### src/rtl/turn_controller.sv
// rtl/turn_controller.sv - tic-tac-toe turn sequencer feeding the win-detect datapath
// Optional per-turn timeout enabled by defining TURN_TIMEOUT_EN.
module turn_controller #(
  parameter logic FIRST_PLAYER = 1'b0,
  parameter int   TURN_TIMEOUT = 1000
) (
  input  logic       clk,
  input  logic       rst_n,
  input  logic       new_game,
  input  logic       move_valid,
  input  logic [3:0] cell_idx,
  input  logic       p1win,
  input  logic       p2win,
  output logic [8:0] player1,
  output logic [8:0] player2,
  output logic       done,
  output logic       turn,
  output logic       move_ready,
  output logic       move_reject,
  output logic [1:0] result,
  output logic [3:0] move_count,
  output logic       timeout_pulse
);

  typedef enum logic [1:0] {IDLE, PLAY, CHECK, OVER} state_t;

  state_t      state, state_n;
  logic [8:0]  player1_n, player2_n;
  logic        turn_n;
  logic [3:0]  move_count_n;
  logic [1:0]  result_n;
  logic        move_reject_n;
  logic [15:0] occupied;
  logic [8:0]  cell_mask;
  logic        legal;

  // Zero-extended so out-of-range indices 9..15 read as free and fail the range test instead.
  assign occupied  = {7'b0, player1 | player2};
  assign cell_mask = 9'b1 << cell_idx;
  assign legal     = (cell_idx <= 4'd8) && !occupied[cell_idx];

`ifdef TURN_TIMEOUT_EN
  localparam int TW = (TURN_TIMEOUT > 1) ? $clog2(TURN_TIMEOUT) : 1;

  logic [TW-1:0] turn_timer, turn_timer_n;
  logic          timeout_pulse_n;
`else
  logic unused_timeout_cfg;
  assign unused_timeout_cfg = ^TURN_TIMEOUT;
  assign timeout_pulse      = 1'b0;
`endif

  always_comb begin
    state_n       = state;
    player1_n     = player1;
    player2_n     = player2;
    turn_n        = turn;
    move_count_n  = move_count;
    result_n      = result;
    move_reject_n = 1'b0;
`ifdef TURN_TIMEOUT_EN
    turn_timer_n    = turn_timer;
    timeout_pulse_n = 1'b0;
`endif

    case (state)
      PLAY: begin
        if (move_valid) begin
          if (legal) begin
            if (turn) player2_n = player2 | cell_mask;
            else      player1_n = player1 | cell_mask;
            move_count_n = (move_count == 4'd9) ? 4'd9 : move_count + 4'd1;
            state_n      = CHECK;
          end else begin
            move_reject_n = 1'b1;
          end
        end
`ifdef TURN_TIMEOUT_EN
        // An accepted move in the expiry cycle takes precedence over the timeout.
        if (move_valid && legal) begin
          turn_timer_n = '0;
        end else if (turn_timer == TW'(TURN_TIMEOUT - 1)) begin
          turn_n          = ~turn;
          timeout_pulse_n = 1'b1;
          turn_timer_n    = '0;
        end else begin
          turn_timer_n = turn_timer + 1'b1;
        end
`endif
      end
      CHECK: begin
        if (p1win) begin
          result_n = 2'b01;
          state_n  = OVER;
        end else if (p2win) begin
          result_n = 2'b10;
          state_n  = OVER;
        end else if (move_count == 4'd9) begin
          result_n = 2'b11;
          state_n  = OVER;
        end else begin
          turn_n  = ~turn;
          state_n = PLAY;
`ifdef TURN_TIMEOUT_EN
          turn_timer_n = '0;
`endif
        end
      end
      default: ;
    endcase

    if (new_game) begin
      state_n       = PLAY;
      player1_n     = '0;
      player2_n     = '0;
      turn_n        = FIRST_PLAYER;
      move_count_n  = '0;
      result_n      = 2'b00;
      move_reject_n = 1'b0;
`ifdef TURN_TIMEOUT_EN
      turn_timer_n    = '0;
      timeout_pulse_n = 1'b0;
`endif
    end
  end

  always_ff @(posedge clk or negedge rst_n) begin
    if (!rst_n) begin
      state       <= IDLE;
      player1     <= '0;
      player2     <= '0;
      turn        <= FIRST_PLAYER;
      move_count  <= '0;
      result      <= 2'b00;
      move_reject <= 1'b0;
      done        <= 1'b0;
      move_ready  <= 1'b0;
    end else begin
      state       <= state_n;
      player1     <= player1_n;
      player2     <= player2_n;
      turn        <= turn_n;
      move_count  <= move_count_n;
      result      <= result_n;
      move_reject <= move_reject_n;
      done        <= (state_n == OVER);
      move_ready  <= (state_n == PLAY);
    end
  end

`ifdef TURN_TIMEOUT_EN
  always_ff @(posedge clk or negedge rst_n) begin
    if (!rst_n) begin
      turn_timer    <= '0;
      timeout_pulse <= 1'b0;
    end else begin
      turn_timer    <= turn_timer_n;
      timeout_pulse <= timeout_pulse_n;
    end
  end
`endif

endmodule

### config.mk
export PLATFORM = sky130hd
export DESIGN_NAME = turn_controller
export DESIGN_NICKNAME = d
export VERILOG_FILES = /design/src/rtl/turn_controller.sv
export SDC_FILE = /design/constraint.sdc
export NUM_CORES = 1
export LEC_CHECK = 0
export ABC_AREA = 1
export BUFFER_PORTS_ARGS = -buffer_cell sky130_fd_sc_hd__buf_2
export CAP_MARGIN = 20
export CORE_MARGIN = 2
export CORE_UTILIZATION = 45
export CTS_BUF_LIST = sky130_fd_sc_hd__clkbuf_4 sky130_fd_sc_hd__clkbuf_8
export DETAILED_ROUTE_END_ITERATION = 10
export PLACE_DENSITY_LB_ADDON = 0.2
export SLEW_MARGIN = 10
export SYNTH_ARGS = -nofsm -noshare
export SYNTH_HDL_FRONTEND = slang
export SYNTH_SLANG_ARGS = --single-unit
### constraint.sdc
create_clock -name clk -period 1.59 [get_ports clk]
set_input_delay 0.159 -clock clk [delete_from_list [all_inputs] [get_ports clk]]
set_output_delay 0.159 -clock clk [all_outputs]
set_load 0.02 [all_outputs]
==> results.toml <==
[outcome]
status = "finished with violations"
violations = "setup timing"

[detailed_routing]
via_per_inst = 4.92
vias = 1657
drtAntennaViolNets = 0
firstDrtPassIters = 4
wire_per_inst_microns = 13.0
drtIter0Drc = 79
routed_wl_mm = 4.37
drc = 0

[sta]
rsz0062_at_grt = "true"
fin_crit_sh_pct = 104
worst_slack_ps = -59.5
max_freq_mhz = 606
worst_pin_slew_ps = 662
drv_slew = 0
fin_crit_ps = 1650
slew_headroom_pct = 55.8
fin_tns_setup_ps = -875
final-setup-viol-count = 22
fin_worst_skew_ps = 8.83
hold_viol = 0

[global_routing]
overflow = 0
grt_pass1_vias = 1537
antenna_found_initial = 0
grt_first_pass_wirelength_mm = 6.82
grt_max_degree = 31
grt_usage_pct = 21.0

[floorplanning]
core_sq_mm = 0.00372
dieWidth_microns = 66.5
io_pins = 39
die_h_microns = 66.5
dieArea_sq_mm = 0.00442
rows = 22
floorplan.initialDensity_pct = 47.3

[placement]
dp_cells = 318
globalplace.congestion = 0.776
io_buffers = 37
dp_hpwl_mm = 2.82

[job]
maxCapViolations = 0

[final_layout]
fill_cells = 331
antenna_cells = 0
area_growth_syn_to_layout_pct = 36.6
final_layout_size_suffix_gt1_share_pct = 46.4
layout.cells.non_filler = 337
nNetsFinal = 302

[logic_synthesis]
synth_cell_types = 25
syn-cell-area_sq_mm = 0.00176
ys_seq_elements = 30
synth_cells = 222
yosysSeqAreaShare_pct = 42.7
synthesis.nets = 236
syn_area_per_cell_sq_um = 7.91
ys_warn_count = 0

[clock_tree]
cts_tree = "done"
cts.clk_slew.worst_paths_ps = 60
htreeDepth = 2
cts.root.buffer_cell = "clkbuf_8"
cts_sinks = 30
cts_buffers = 5
clockBufferDepth = 2
clock_latency_ps = 290

[power_and_ir_drop]
total_power_mw = 2.69
p_leak_nw = 1.25
p_per_area_mw_per_mm2 = 1120
ir_worst_vdd_mv = 0.670

[worst_setup_path]
cp-end-kind = "register"
crit_path_max_fanout = 5
path_class = "reg -> reg"
critPathRequiredTime_ps = 1760
cp.arrival_ps = 1820
crit_path_start_kind = "register"

[min_path]
hold_path_class = "in -> reg"
## layout by cell type, fill, tap and decap left out, types with 8 or more instances in the layout
cell type  count
dfrtp_2        8
o21ai_0       21
inv_1         30
nand2_2       22
dfrtp_1       22
nor2_1        29
buf_4         18
buf_2         37
nand2_1       30
o21ai_2       18
## critical path, cell delays in order, from the launching register on
cell and delay (ps):
dfrtp_2 430, inv_2 60, nand2_1 40, nand2_1 60, nand2_1 50, nor2_1 90, nand2_1 60, nand2_1 60
nand2_1 50, nand2_2 80, nand3_4 130, nand2_8 180, nand2_8 90, nand2_2 100, o21ai_2 50
## logic make-up after synthesis
family	Yosys count	share of synthesized area, %
buffers and inverters	41	10.0
adders and majority gates	4	2.85
and+or+nand+nor	95	25.0
xor gates and xnor gates	2	0.997
AOI/OAI and AO/OA	49	18.2
DFF	30	42.7
other	1	0.213
## layer usage
metal	up-vias	part of all wire, %	GRT usage (%)
li1	831	-	-
met1	762	45	26.9
met2	55	47	33.3
met3	9	6.6	5.57
met4	0	1.8	9.18
met5	-	0	0
## registers in the layout, indices dropped and copies added (netlist names)
signal / cells
move_reject: 1
player2: 9
state: 2
move_ready: 1
move_count: 4
turn: 1
result: 2
player1: 9
done: 1
## per-stage QoR
step / util [%] / area, sq um / setup slack [ps] / hold WS [ps]
6_report: 64.6 / 2400 / -59.5 / 86.4
5_1_grt: 64.6 / 2400 / -152 / 110
4_1_cts: 62.2 / 2310 / -27.8 / 82.3
3_5_place_dp: 56.3 / 2090 / -36.3 / 231
3_3_place_gp: 56.3 / 2090 / 15.4 / 229
2_1_floorplan: - / 1770 / -15.8 / -137
## what timing repair did
action                                  CTS  global route
hold buffers                              1             0
gates resized for setup                  14            22
hold endpoints to repair                 30             0
setup buffers                             3             1
pin swaps                                 4             3
endpoints found under the setup margin   16            25
cloned                                    4             2
## area by class of cell
cell class	instances	area, sq um	area share, %
clock buffers	8	97.6	4.07
inverters	36	135	5.63
multi-input cells	157	993	41.4
flip-flops and latches	30	761	31.7
well taps	48	60.1	2.50
repair buffers	58	353	14.7
## cells in the mapped netlist
cell type	number	area (sq um)
xnor2_1	2	17.5
a21oi_1	5	25.0
o22ai_1	2	12.5
buf_6	1	11.3
a211oi_1	1	7.51
inv_2	1	3.75
nor3_1	1	5.00
nand3_1	5	25.0
nand2_1	51	191
a31oi_1	1	6.26
ha_1	4	50.1
or2_2	1	6.26
nor2_1	29	109
buf_4	1	7.51
clkbuf_1	2	7.51
o21ai_0	22	110
o21ai_2	18	158
nand4_1	1	6.26
buf_8	1	15.0
nand2_2	3	18.8
nand2_8	3	60.1
dfrtp_1	30	751
conb_1	1	3.75
inv_1	35	131
nand3_4	1	17.5
## path summary, 6_finish.rpt
| check | start | end | slack [ps] | depth (start not counted) |
|---|---|---|---|---|
| setup reg to reg | player1[7] | player1[3] | -60 | 14 |
| setup / recovery | player1[7] | player1[3] | -60 | 14 |
| max in group asynchronous | rst_n | player1[3] | 680 | 2 |
| hold / removal | p1win | result[1] | 90 | 2 |
| min in group asynchronous | rst_n | player1[6] | 440 | 2 |
| hold reg to reg | player1[1] | player1[1] | 520 | 2 |
## report_power, final
group	internal (mW)	leakage, nW	switching (mW)
registers	0.877	0.393	0.0714
clock network	0.386	0.0523	0.272
logic	0.394	0.810	0.689
No activity file was read; power rests on OpenSTA's default activity.
